## src/rtl/rv_core_pkg.sv

```systemverilog
//------------------------------------------------------------------------------
// Module      : rv_core_pkg
// Description : Shared types and constants for the RISC-V core front end.
// Revision    : 1.0 - initial release
//------------------------------------------------------------------------------
`default_nettype none

package rv_core_pkg;

    typedef enum logic [1:0] {
        IDLE  = 2'd0,
        FETCH = 2'd1,
        HOLD  = 2'd2,
        TRAP  = 2'd3
    } fetch_state_t;

    localparam logic [31:0] RV_NOP           = 32'h0000_0013;
    localparam logic [31:0] DEFAULT_RESET_PC = 32'h0000_0000;

endpackage

`default_nettype wire

```

## src/rtl/fetch_timeout_counter.sv

```systemverilog
//------------------------------------------------------------------------------
// Module      : fetch_timeout_counter
// Description : Counts FETCH cycles without ack. start is held high while the
//               fetch is outstanding; the count is zero whenever it is low.
// Revision    : 1.0 - initial release
//------------------------------------------------------------------------------
`default_nettype none

module fetch_timeout_counter #(
    parameter int TIMEOUT_CYCLES = 255
) (
    input  logic clk,
    input  logic rst,
    input  logic start,
    input  logic ack,
    output logic expired
);

    localparam logic [7:0] c_last_wait = 8'(TIMEOUT_CYCLES - 1);

    logic [7:0] r_count;

    always_ff @(posedge clk) begin
        if (rst || !start || ack) begin
            r_count <= 8'd0;
        end else begin
            r_count <= r_count + 8'd1;
        end
    end

    // An ack on the limit cycle masks expiry so the fetch completes cleanly.
    assign expired = start && !ack && (r_count == c_last_wait);

endmodule

`default_nettype wire

```

## src/rtl/instr_fetch_unit.sv

```systemverilog
//------------------------------------------------------------------------------
// Module      : instr_fetch_unit
// Description : PC, instruction-memory req/ack fetch and instruction register.
//               Optional fetch timeout enabled by macro FETCH_TIMEOUT_EN.
// Revision    : 1.0 - initial release
//------------------------------------------------------------------------------
`default_nettype none

module instr_fetch_unit
    import rv_core_pkg::*;
#(
    parameter logic [31:0] RESET_PC       = DEFAULT_RESET_PC,
    parameter int          TIMEOUT_CYCLES = 255
) (
    input  logic        clk,
    input  logic        rst,
    output logic        imem_req,
    output logic [31:0] imem_addr,
    input  logic        imem_ack,
    input  logic [31:0] imem_rdata,
    output logic [31:0] instr,
    output logic [31:0] instr_pc,
    output logic        instr_valid,
    input  logic        instr_ready,
    input  logic        redirect,
    input  logic [31:0] redirect_target,
    output logic        fetch_err
);

    fetch_state_t r_state;
    logic [31:0]  r_pc;
    logic [31:0]  r_instr;
    logic [31:0]  r_instr_pc;
    logic         r_fetch_err;

    logic [31:0]  w_next_pc;
    logic         w_fetching;
    logic         w_timeout;

    if ((TIMEOUT_CYCLES < 1) || (TIMEOUT_CYCLES > 255)) begin : g_timeout_range_check
        $error("instr_fetch_unit: TIMEOUT_CYCLES out of range 1..255");
    end

    assign w_fetching = (r_state == FETCH);
    assign w_next_pc  = redirect ? redirect_target : (r_pc + 32'd4);

`ifdef FETCH_TIMEOUT_EN
    fetch_timeout_counter #(
        .TIMEOUT_CYCLES (TIMEOUT_CYCLES)
    ) u_timeout (
        .clk     (clk),
        .rst     (rst),
        .start   (w_fetching),
        .ack     (imem_ack),
        .expired (w_timeout)
    );
`else
    assign w_timeout = 1'b0;
`endif

    always_ff @(posedge clk) begin
        if (rst) begin
            r_state     <= IDLE;
            r_pc        <= RESET_PC;
            r_instr     <= RV_NOP;
            r_instr_pc  <= RESET_PC;
            r_fetch_err <= 1'b0;
        end else begin
            case (r_state)
                IDLE: begin
                    r_state <= FETCH;
                end
                FETCH: begin
                    if (imem_ack) begin
                        r_instr    <= imem_rdata;
                        r_instr_pc <= r_pc;
                        r_state    <= HOLD;
                    end else if (w_timeout) begin
                        r_fetch_err <= 1'b1;
                        r_state     <= TRAP;
                    end
                end
                HOLD: begin
                    if (instr_ready) begin
                        // A misaligned next PC traps without disturbing pc.
                        if (w_next_pc[1:0] != 2'b00) begin
                            r_fetch_err <= 1'b1;
                            r_state     <= TRAP;
                        end else begin
                            r_pc    <= w_next_pc;
                            r_state <= FETCH;
                        end
                    end
                end
                TRAP: begin
                    r_state <= TRAP;
                end
                default: begin
                    r_state <= IDLE;
                end
            endcase
        end
    end

    assign imem_req    = w_fetching;
    assign imem_addr   = r_pc;
    assign instr_valid = (r_state == HOLD);
    assign instr       = r_instr;
    assign instr_pc    = r_instr_pc;
    assign fetch_err   = r_fetch_err;

endmodule

`default_nettype wire

```

## config.mk

```make
export PLATFORM = sky130hd
export DESIGN_NAME = instr_fetch_unit
export DESIGN_NICKNAME = d
export VERILOG_FILES = /design/src/rtl/rv_core_pkg.sv /design/src/rtl/fetch_timeout_counter.sv /design/src/rtl/instr_fetch_unit.sv
export SDC_FILE = /design/constraint.sdc
export NUM_CORES = 1
export LEC_CHECK = 0
export BUFFER_PORTS_ARGS = -buffer_cell sky130_fd_sc_hd__buf_4
export CAP_MARGIN = 10
export CORE_MARGIN = 1
export CORE_UTILIZATION = 40
export CTS_CLUSTER_DIAMETER = 200
export DETAILED_ROUTE_END_ITERATION = 10
export PLACE_DENSITY = 0.7
export SLEW_MARGIN = 20
export SYNTH_ARGS = -nofsm -noshare
export SYNTH_HDL_FRONTEND = slang
export SYNTH_SLANG_ARGS = --single-unit
```

## constraint.sdc

```tcl
create_clock -name clk -period 2.6 [get_ports clk]
set_input_delay 0.26 -clock clk [delete_from_list [all_inputs] [get_ports clk]]
set_output_delay 0.26 -clock clk [all_outputs]
set_load 0.05 [all_outputs]
```

# ---- Word level (Yosys, flattened, before mapping)
# Index checks and enable logic that the tools add are counted.
dict set report word_totals {
  reg_bits 99
  latchBits 0
  mem_bits_rw 0
  romBits 0
  out_inout_bits 99
  mem_count 0
}
dict set report classes {
  add_sub_neg 1
  multipliers 0
  n_div 0
  order_cmp 0
  eq_ne 5
  shifts 0
  n_mux 5
  n_bitwise 1
  reduce_logical 6
}
# op count
set op_table {}
lappend op_table {{$add 32x3->32 const B} 1}
lappend op_table {{$mux 32} 1}
lappend op_table {{$pmux 2 s4} 1}
lappend op_table {{$mux 2} 3}
lappend op_table {{$reduce_and 3->1} 2}
lappend op_table {{$eq 2x2->1 const B} 2}
lappend op_table {{$ne 2x1->1 const B} 2}
lappend op_table {{$reduce_and 2->1} 2}
lappend op_table {{$eq 2x1->1 const B} 1}
lappend op_table {{$logic_not 2->1} 1}
lappend op_table {{$reduce_bool 2->1} 1}
lappend op_table {{$not 1->1} 1}

# ---- Depth between registers and ports, before layout
# Gate-level depths: netlist of run 1.
dict set report depth {
  word_depth 6
  mapped_depth 7
}

# ---- Worst setup path after synthesis of run 1
# OpenSTA, ideal clock, no wires.
dict set report synth_timing {
  kind {register -> register}
  from {register r_pc[2], in the netlist imem_addr[2]}
  to {register r_pc[26], in the netlist imem_addr[26]}
  setup_ns 0.124
  t_arrival_ns 2.180
  path_slack_ns 0.297
  stages_incl_launch_ff 8
  path_buffers 1
  period_less_slack_ns 2.303
  path_cell_list {dfxtp_1 -> ha_1 -> nand3_1 -> or2_1 -> buf_2 -> or4_1 -> nand3_1 -> a31oi_1}
}
dict set report synth_via {
  elab_chain_cells 2
}
# item line_no
set synth_rtl {}
lappend synth_rtl {{start: declaration} instr_fetch_unit.sv:31} ;# logic [31:0] r_pc;
lappend synth_rtl {{start signal: assignment} instr_fetch_unit.sv:90} ;# r_pc <= w_next_pc;
lappend synth_rtl {{$add 32x3->32} instr_fetch_unit.sv:45} ;# assign w_next_pc = redirect ? redirect_target : (r_pc + 32'd4);
lappend synth_rtl {{$mux 32} instr_fetch_unit.sv:45}
# Every way passes these cells.
# A chain may end at the register's enable or synchronous reset.

# ---- Final worst setup path of run 1
# Ends and elaborated chain as after synthesis.

==> out/metrics.cfg, run 1 <==
[outcome]
status=completed

[sta]
period_share=0.8128
relSlewSlack=0.3406
clock_skew_ns=0.008782
rsz0062_at_grt=no
worst_pin_slew_ns=0.9825
tns_ns=0
drv_slew=0
setup_viol=0
clock.fmax_ghz=0.4732
hold_viol=0
fin_crit_ns=2.113

[worst_setup_path]
rr_startpoint=imem_addr[2]$_SDFFE_PP0P_
startpoint=imem_addr[2]$_SDFFE_PP0P_
crit_end=imem_addr[26]$_SDFFE_PP0P_
cp.arrival_ns=2.35
path_class=register to register
cp_slowest_stage_delay_ns=0.51
timing.rr.end=imem_addr[26]$_SDFFE_PP0P_
r2r_slack_ns=0.49
required_ns=2.83
r2r_cells=6
cp_common_cell=nand3_1
cp_slowest_cell=dfxtp_1
start_kind=register
cp_max_fo=8
crit_path_cell_trace=ha_1 > nand3_1 > or2_1 > or4_1 > nand3_1 > a31oi_1
endpoint_kind=register

[power]
p_int_w=0.002082
p_seq_frac=0.541
power_frac_clock=0.305
power_density_nw_per_um2=500.1
p_leak_nw=2.403
peakVddDrop_uv=262.0
sw_frac_of_total=0.2873
comb_power_share=0.154
fin_total_pwr_w=0.002921
p_sw_w=0.0008393

[route]
num_vias=4471
drc=0
avgViaCountPerCell=5.348
ant_nets=0
wl_per_cell_um=15.31
drtIter0Drc=231
drtPass1Iterations=4
wl_um=12800

[synthesis]
synth_warnings=0
syn-cell-area_um2=4385
ys_ff_latch=99
ys_async_sr_fraction=0
syn_area_per_cell_um2=7.888
synth.area.top_cells=dfxtp_1, nand2_1, a21oi_1
syn_nets=626
yosysSeqAreaShare=0.4519
yosys.area.top_type=dfxtp_1
synth_ff_type=dfxtp_1
synthCells=556
synth.distinct_cells=58
synth-edff-count=0
yosysTopAreaCellShare=0.4519

[layout]
fill_cells=1017
seqCellArea_um2=1982
multi_input_area_um2=2178
syn2layout_area_growth_pct=33.18
drive_above_1_share=0.2929
fin_nets=766
n_antenna_cell=0

[cts]
cts_tree=built
cts_resized=0
numCtsBuffers=9
cts-htree-levels=3
clockBufferDepth=2
cts_hold_buf=0
clock-root-buffer=clkbuf_8
cts_setup_buffers=0
cts.sinks=99
clk_pin_slew_ns=0.09
clock_latency_ns=0.36

[grt]
grt_antenna_before_repair=0
grt_max_degree=65
gr-total-overflow=0
grt_pass1_vias=4018
track_usage=0.2208
grt_pass1_wl_um=20040

[floorplanning]
die_h_um=106.7
start_util=0.4192
pin_count=168
rows=37
die_w_um=106.7
core-area_um2=10460
fp.dieArea_um2=11390

[placed_design]
gp_congestion=0.8247
port_buffers=167
dp_hpwl_um=9005

[worst_hold_path]
min_path_type=input pin to register

[run]
drv.max_cap_violation_count=0

## cells in the final DEF, fill, tap and decap left out, types with 9 or more instances in the layout
master and n:
buf_4 173, a211oi_1 9, a21oi_1 85, nand3_1 17, nand2_1 155, nor2_1 14
dfxtp_1 99, o21ai_0 22, and3_1 10, clkbuf_8 10
## per-layer routing
metal / global-route usage / vias up / part of all wire / routed length, um
met4: 0.08611 / 0 / 0.018 / 226
met1: 0.2892 / 2101 / 0.44 / 5642
met5: 0 / - / 0 / 0
met2: 0.3636 / 128 / 0.49 / 6253
li1: - / 2223 / - / -
met3: 0.03526 / 19 / 0.053 / 676
## cell usage after synthesis (3+ instances only)
cell type and count:
o21ai_0 23, inv_1 6, buf_2 8, nand4_1 6, a21oi_1 85, a22o_1 4
buf_6 4, o31ai_1 7, clkbuf_1 29, dfxtp_1 99, and3_1 10, o211ai_1 4
nand3_1 17, a32o_1 4, a211oi_1 9, buf_1 3, nor2_1 15, a21o_1 3
a31oi_1 8, or3_1 6, nand2_1 155, nor4_1 3
## power groups by stage
stage / sequential (W) / clock, W / combinational, W
global placement: 0.00161 / 0 / 0.000446
CTS: 0.00158 / 0.000917 / 0.000453
floorplan: 0.00173 / 0 / 0.000160
global route: 0.00159 / 0.000978 / 0.000481
finish: 0.00158 / 0.000889 / 0.000450
detailed placement: 0.00162 / 0 / 0.000452
## state kept, by name, summed over array words and instances (netlist names)
name       flops
fetch_err      1
r_state        2
instr         32
imem_addr     32
instr_pc      32
## worst max-delay path: cells and delay by family, from the launching register on
family / cells / cell delay [ns]
AOI/OAI and AO/OA: 1 / 0.08
adders and majority gates: 1 / 0.27
DFF: 1 / 0.51
and+or+nand+nor: 4 / 1.13
## how the worst min path moves through the flow
stage	depth (start not counted)	to	slack, ns	startpoint
3_5_place_dp	2	instr[5]$_SDFFE_PP0P_	0.45	instr[5]$_SDFFE_PP0P_
3_3_place_gp	2	instr[8]$_SDFFE_PP0P_	0.44	instr[8]$_SDFFE_PP0P_
6_report	3	instr[0]$_SDFFE_PP1P_	0.12	imem_rdata[0]
5_1_grt	3	instr[4]$_SDFFE_PP1P_	0.10	imem_rdata[4]
2_1_floorplan	2	instr[0]$_SDFFE_PP1P_	0.38	imem_rdata[0]
4_1_cts	3	instr[0]$_SDFFE_PP1P_	0.11	imem_rdata[0]
## through the flow
stage	area, um^2	std cells	setup slack, ns	util	hold WS [ns]
global route	5841	836	0.3391	0.5582	0.1043
detailed placement	5672	821	0.4968	0.5421	0.4479
floorplan	4385	556	0.2967	-	0.3843
global placement	5669	821	0.5899	0.5419	0.4425
CTS	5841	836	0.5073	0.5582	0.1076
finish	5841	836	0.4867	0.5582	0.1188
## kinds of logic after synthesis
family          count (synthesis)  share of synthesized area
simple gates                  241                     0.2668
compound gates                162                     0.2203
flops                          99                     0.4519
buf+inv                        51                    0.05364
mux                             2                   0.004565
fa+ha+maj                       1                   0.002853
## layout make-up
| class | instances | share of cell area |
|---|---|---|
| clock buffers | 11 | 0.02421 |
| clock inverters | 4 | 0.004713 |
| inverters | 6 | 0.003856 |
| multi-input cells | 406 | 0.3730 |
| flip-flops and latches | 99 | 0.3393 |
| well taps | 136 | 0.02913 |
| repair buffers | 174 | 0.2258 |
Power figures use the tool's default switching activity.
==> run 2: changes to the inputs <==
==> constraint.sdc (replaced) <==
create_clock -name clk -period 2 [get_ports clk]
set_input_delay 0.2 -clock clk [delete_from_list [all_inputs] [get_ports clk]]
set_output_delay 0.2 -clock clk [all_outputs]
set_load 0.05 [all_outputs]
==> run 2 against run 1 <==
Against the previous run: worst setup slack got worse by 0.34 ns; hold slack got worse by 0.082 ns; cell area rose by 2.7%; combinational power rose by 33%; flip-flop and latch count did not move; sequential power rose by 30%; critical endpoint is now imem_addr[31]$_SDFFE_PP0P_; final cell count rose by 1.3%; largest cell class unchanged; sequential share of layout area fell by 0.47 points; via count rose by 1.1%; total power rose by 40%.
==> out/metrics.cfg, run 2 (same netlist as run 1, synthesis figures left out) <==
[grt]
grt_pass1_vias=4237  ; was 4018
gr-total-overflow=0  ; unchanged
grt_max_degree=65  ; unchanged
track_usage=0.2288  ; was 0.2208
grt_antenna_before_repair=0  ; unchanged
grt_pass1_wl_um=20910  ; was 20040 um

[sta]
clock_skew_ns=0.007638  ; was 0.008782 ns
drv_slew=0  ; unchanged
holdWs_ns=0.03694  ; was 0.1188 ns
tns_ns=0  ; unchanged
rsz0062_at_grt=no  ; unchanged
setup_viol=0  ; unchanged
clock.fmax_ghz=0.5390  ; was 0.4732 GHz
worst_pin_slew_ns=0.6663  ; was 0.9825 ns
period_share=0.9276  ; was 0.8128
hold_viol=0  ; unchanged
relSlewSlack=0.5558  ; was 0.3406
fin_crit_ns=1.855  ; was 2.113 ns

[worst_setup_path]
endpoint_kind=register  ; unchanged
cp.depth=5  ; was 6
r2r_cells=5  ; was 6
cp_slowest_stage_delay_ns=0.54  ; was 0.51 ns
crit_family=simple AND/OR/NAND/NOR gates  ; unchanged
cp_max_fo=7  ; was 8
crit_path_cell_trace=and3_1 > and4_1 > nand3_4 > or4_1 > a31oi_1  ; was ha_1 > nand3_1 > or2_1 > or4_1 > nand3_1 > a31oi_1
path_class=register to register  ; unchanged
required_ns=2.29  ; was 2.83 ns
cp_slowest_cell=dfxtp_1  ; unchanged
cp_num_buf_inv=0  ; unchanged
start_kind=register  ; unchanged
cp.arrival_ns=2.14  ; was 2.35 ns

[power]
power_frac_clock=0.354  ; was 0.305
p_sw_w=0.001124  ; was 0.0008393 W
p_seq_frac=0.500  ; was 0.541
p_int_w=0.002979  ; was 0.002082 W
comb_power_share=0.146  ; was 0.154
sw_frac_of_total=0.2739  ; was 0.2873
p_leak_nw=2.493  ; was 2.403 nW
peakVddDrop_uv=422.1  ; was 262.0 uV
power_density_nw_per_um2=684.0  ; was 500.1 nW/um^2

[floorplanning]
die_w_um=106.7  ; unchanged
fp.dieArea_um2=11390  ; unchanged
start_util=0.4192  ; unchanged
pin_count=168  ; unchanged
core-area_um2=10460  ; unchanged
rows=37  ; unchanged
die_h_um=106.7  ; unchanged

[cts]
cts.sinks=99  ; unchanged
cts-htree-levels=3  ; unchanged
clk_pin_slew_ns=0.10  ; was 0.09 ns
cts_tree=built  ; unchanged
clockBufferDepth=2  ; unchanged
clock-root-buffer=clkbuf_8  ; unchanged
numCtsBuffers=9  ; unchanged
cts_hold_buf=0  ; unchanged
cts_setup_buffers=0  ; unchanged
clock_latency_ns=0.36  ; about the same

[route]
drc=0  ; unchanged
num_vias=4522  ; was 4471
drtPass1Iterations=6  ; was 4
avgViaCountPerCell=5.339  ; was 5.348
wl_per_cell_um=15.35  ; was 15.31 um
drtIter0Drc=200  ; was 231
ant_nets=0  ; unchanged
wl_um=13000  ; was 12800 um

[layout]
fin_nets=776  ; was 766
fill_cells=1009  ; was 1017
stdcell_area_um2=5998  ; was 5841 um^2
n_antenna_cell=0  ; unchanged
syn2layout_area_growth_pct=36.78  ; was 33.18%
final_cell_mix=buf_4, nand2_1, a21oi_1  ; was buf_4, nand2_1, dfxtp_1
drive_above_1_share=0.3277  ; was 0.2929
fin_util=0.5733  ; was 0.5582
final_common_cell=buf_4  ; unchanged

[placed_design]
dp_hpwl_um=9173  ; was 9005 um
port_buffers=167  ; unchanged
dpl_cell_area_um2=5769  ; was 5672 um^2
gp_congestion=0.8544  ; was 0.8247

[worst_hold_path]
whs_path_depth=3  ; unchanged
min_path_type=input pin to register  ; unchanged

[outcome]
status=completed  ; unchanged

[run]
drv.max_cap_violation_count=0  ; unchanged

## run 2: cell count changes in the layout (fill, tap and decap cells not counted)
cell	delta
buf_4	+10
bufinv_16	+2
clkinv_2	-1
clkinvlp_4	-2
dfxtp_1	-16
dfxtp_2	+14
dfxtp_4	+2
inv_4	+1
inv_6	+1
nor3_1	-1
nor3_2	+1
or2_2	+1
or2_4	-1
## run 2: layout make-up
class | instances | area, um^2 | share of cell area
clock inverter | 5 | 82.58 | 0.01377
multi-input combinational | 406 | 2181 | 0.3636
inverter | 6 | 22.52 | 0.003755
clock buffer | 11 | 141.4 | 0.02357
timing repair buffer | 184 | 1394 | 0.2324
tap | 136 | 170.2 | 0.02837
sequential | 99 | 2007 | 0.3346
## run 2: power by group through the flow
stage	sequential [W]	combinational, W	clock (W)
after detailed placement	0.00209	0.000600	0
after CTS	0.00205	0.000602	0.00150
final	0.00205	0.000600	0.00145
after floorplan	0.00224	0.000207	0
after global placement	0.00209	0.000594	0
after global routing	0.00206	0.000641	0.00158
## run 2: worst min-delay path: cells and delay by family
kind	cells	cell delay, ns
and+or+nand+nor	2	0.10
buffers and inverters	1	0.07
## run 2: routing by layer
layer | routed length [um] | GRT usage | share of wire | vias up
li1 | - | - | - | 2244
met1 | 5865 | 0.2983 | 0.45 | 2125
met2 | 6238 | 0.3747 | 0.48 | 135
met3 | 672 | 0.04742 | 0.052 | 18
met4 | 227 | 0.07828 | 0.017 | 0
met5 | 0 | 0 | 0 | -
## run 2: path summary, 6_finish.rpt
| check | startpoint | endpoint | slack, ns |
|---|---|---|---|
| worst max-delay path | imem_addr[18]$_SDFFE_PP0P_ | imem_addr[31]$_SDFFE_PP0P_ | 0.14 |
| worst min-delay path | imem_rdata[1] | instr[1]$_SDFFE_PP1P_ | 0.04 |
| worst max register to register | imem_addr[18]$_SDFFE_PP0P_ | imem_addr[31]$_SDFFE_PP0P_ | 0.14 |
| worst min register to register | instr_pc[29]$_SDFFE_PP0P_ | instr_pc[29]$_SDFFE_PP0P_ | 0.46 |
## run 2: stage by stage
stage	cells	worst slack [ns]	power, W
finish	847	0.1448	0.004103
global route	847	0.03366	0.004277
CTS	847	0.1397	0.004147
detailed placement	831	0.1416	0.002695
global placement	831	0.1819	0.002686
floorplan	556	0.008418	0.002449
## run 2: timing repair
item                                    CTS  global route
endpoints found under the hold margin     0             0
gates resized for setup                   0             1
endpoints found under the setup margin    0             1
==> run 3: changes to the inputs <==
--- a/config.mk
+++ b/config.mk
@@ -11,8 +11,7 @@
 export CORE_UTILIZATION = 40
 export CTS_CLUSTER_DIAMETER = 200
 export DETAILED_ROUTE_END_ITERATION = 10
-export PLACE_DENSITY = 0.7
-export SLEW_MARGIN = 20
+export PLACE_DENSITY = 0.73
 export SYNTH_ARGS = -nofsm -noshare
 export SYNTH_HDL_FRONTEND = slang
 export SYNTH_SLANG_ARGS = --single-unit
==> constraint.sdc (replaced) <==
create_clock -name clk -period 1.7 [get_ports clk]
set_input_delay 0.17 -clock clk [delete_from_list [all_inputs] [get_ports clk]]
set_output_delay 0.17 -clock clk [all_outputs]
set_load 0.05 [all_outputs]
==> run 3 against run 2 <==
Against the previous run: sequential power rose by 17%; total power rose by 12%; combinational power rose by 23%; worst setup slack got worse by 0.15 ns; fmax rose by 8.6%; largest cell class unchanged; highest routed layer unchanged; cell area rose by 6.7%; the run now ends with negative setup slack left; via count rose by 5.2%; critical endpoint is now imem_addr[12]$_SDFFE_PP0P_; hold slack got worse by 0.016 ns; critical path depth rose by 2; sequential share of layout area fell by 1.6 points.
==> out/metrics.cfg, run 3 (same netlist as run 1, synthesis figures left out) <==
[sta]
worst_pin_slew_ns=0.5141  ; was 0.6663 ns
period_share=1.005  ; was 0.9276
setup_ws_ns=-0.007961  ; was 0.1448 ns
holdWs_ns=0.02079  ; was 0.03694 ns
hold_viol=0  ; unchanged
setup_viol=1  ; was 0
relSlewSlack=0.6573  ; was 0.5558
clock.fmax_ghz=0.5855  ; was 0.5390 GHz
clock_skew_ns=0.009927  ; was 0.007638 ns
fin_crit_ns=1.708  ; was 1.855 ns
drv_slew=0  ; unchanged
rsz0062_at_grt=yes  ; was no
tns_ns=-0.007961  ; was 0 ns

[outcome]
status=complete, but fails checks  ; was completed
violations=negative setup slack

[worst_setup_path]
r2r_cells=7  ; was 5
cp_max_fo=6  ; was 7
cp.arrival_ns=2.01  ; was 2.14 ns
required_ns=2.00  ; was 2.29 ns
timing.rr.end=imem_addr[12]$_SDFFE_PP0P_  ; was imem_addr[31]$_SDFFE_PP0P_
path_class=register to register  ; unchanged
r2r_slack_ns=-0.008  ; was 0.14 ns
rr_startpoint=imem_addr[3]$_SDFFE_PP0P_  ; was imem_addr[18]$_SDFFE_PP0P_
endpoint_kind=register  ; unchanged
start_kind=register  ; unchanged

[layout]
fill_cells=944  ; was 1009
final_cell_mix=buf_4, nand2_1, a21oi_1  ; unchanged
stdcell_area_um2=6400  ; was 5998 um^2
drive_above_1_share=0.3856  ; was 0.3277
final_common_cell=buf_4  ; unchanged
syn2layout_area_growth_pct=45.93  ; was 36.78%
n_antenna_cell=0  ; unchanged
fin_nets=818  ; was 776
fin_util=0.6117  ; was 0.5733

[power]
p_leak_nw=2.737  ; was 2.493 nW
peakVddDrop_uv=328.2  ; was 422.1 uV
power_density_nw_per_um2=715.3  ; was 684.0 nW/um^2
fin_total_pwr_w=0.004578  ; was 0.004103 W

[floorplanning]
die_h_um=106.7  ; unchanged
die_w_um=106.7  ; unchanged
rows=37  ; unchanged
start_util=0.4192  ; unchanged
pin_count=168  ; unchanged
fp.dieArea_um2=11390  ; unchanged
core-area_um2=10460  ; unchanged

[cts]
clockBufferDepth=2  ; unchanged
clock_latency_ns=0.37  ; was 0.36 ns
clock-root-buffer=clkbuf_8  ; unchanged
cts.sinks=99  ; unchanged
cts-htree-levels=3  ; unchanged
numCtsBuffers=9  ; unchanged
cts_tree=built  ; unchanged
clk_pin_slew_ns=0.09  ; was 0.10 ns

[grt]
grt_pass1_wl_um=21320  ; was 20910 um
track_usage=0.2334  ; was 0.2288
grt_max_degree=53  ; was 65
gr-total-overflow=0  ; unchanged
grt_antenna_before_repair=0  ; unchanged
grt_pass1_vias=4403  ; was 4237

[route]
drtIter0Drc=322  ; was 200
avgViaCountPerCell=5.355  ; was 5.339
wl_um=13670  ; was 13000 um
drc=0  ; unchanged
drtPass1Iterations=4  ; was 6
wl_per_cell_um=15.39  ; was 15.35 um
num_vias=4755  ; was 4522
ant_nets=0  ; unchanged

[run]
drv.max_cap_violation_count=0  ; unchanged

[worst_hold_path]
min_to=instr[1]$_SDFFE_PP1P_  ; unchanged
whs_path_depth=3  ; unchanged
worstHoldStart=imem_rdata[1]  ; unchanged
min_path_type=input pin to register  ; unchanged

[placed_design]
gp_congestion=0.8826  ; was 0.8544
dpl_cell_area_um2=6051  ; was 5769 um^2
port_buffers=167  ; unchanged
dp_hpwl_um=9660  ; was 9173 um

==> run 3: changes by cell type in the layout (fill, tap and decap cells not counted), sizes merged <==
cell         delta
clkbuf          +3
clkinvlp        -1
inv             -1
dlygate4sd3     +1
buf            +41
bufinv          -2
==> run 3: worst max-delay path: stages, from the launching register on <==
cell	delay (ns)
dfxtp_4	0.39
ha_4	0.16
nand3_2	0.09
buf_6	0.14
or3_4	0.33
o31ai_1	0.24
nand2_1	0.14
a21oi_2	0.15
==> run 3: area by class of cell <==
class                   instances  area, um^2  area share
inverters                       6       22.52    0.003519
clock buffers                  14       172.7     0.02698
flip-flops and latches         99        2039      0.3187
multi-input cells             406        2242      0.3503
repair buffers                226        1747      0.2729
well taps                     136       170.2     0.02659
clock inverters                 1       6.256   0.0009775
==> run 3: worst max path at each step <==
stage / start / to / cells past startpoint
5_1_grt: imem_addr[3]$_SDFFE_PP0P_ / imem_addr[12]$_SDFFE_PP0P_ / 7
4_1_cts: imem_addr[6]$_SDFFE_PP0P_ / imem_addr[17]$_SDFFE_PP0P_ / 5
3_5_place_dp: redirect_target[0] / imem_addr[2]$_SDFFE_PP0P_ / 6
3_3_place_gp: redirect_target[0] / imem_addr[2]$_SDFFE_PP0P_ / 6
2_1_floorplan: imem_addr[10]$_SDFFE_PP0P_ / imem_addr[25]$_SDFFE_PP0P_ / 7
6_report: imem_addr[3]$_SDFFE_PP0P_ / imem_addr[12]$_SDFFE_PP0P_ / 7
==> run 3: metrics by stage <==
stage | cells | setup WS, ns
after floorplan | 556 | -0.1418
after CTS | 877 | 0.01850
after global placement | 859 | 0.02967
after global routing | 888 | -0.1198
after detailed placement | 859 | -0.03207
final | 888 | -0.007961
==> run 3: repair_timing <==
action / CTS / global route
setup buffers: 2 / 11
gates resized for setup: 2 / 17
setup endpoints to repair: 4 / 17
hold buffers: 1 / 0
gates cloned: 0 / 0
pin swaps: 0 / 12
hold endpoints to repair: 1 / 0
==> run 3: metal layers <==
layer	GRT usage	up-vias	routed length (um)
li1	-	2324	-
met1	0.2957	2215	5727
met2	0.3959	190	6737
met3	0.04742	26	941
met4	0.07534	0	262
met5	0	-	0
==> run 3: power by group <==
part / switching [W] / internal (W)
combinational: 0.000459 / 0.000278
sequential: 0.0000355 / 0.00236
clock: 0.000797 / 0.000649
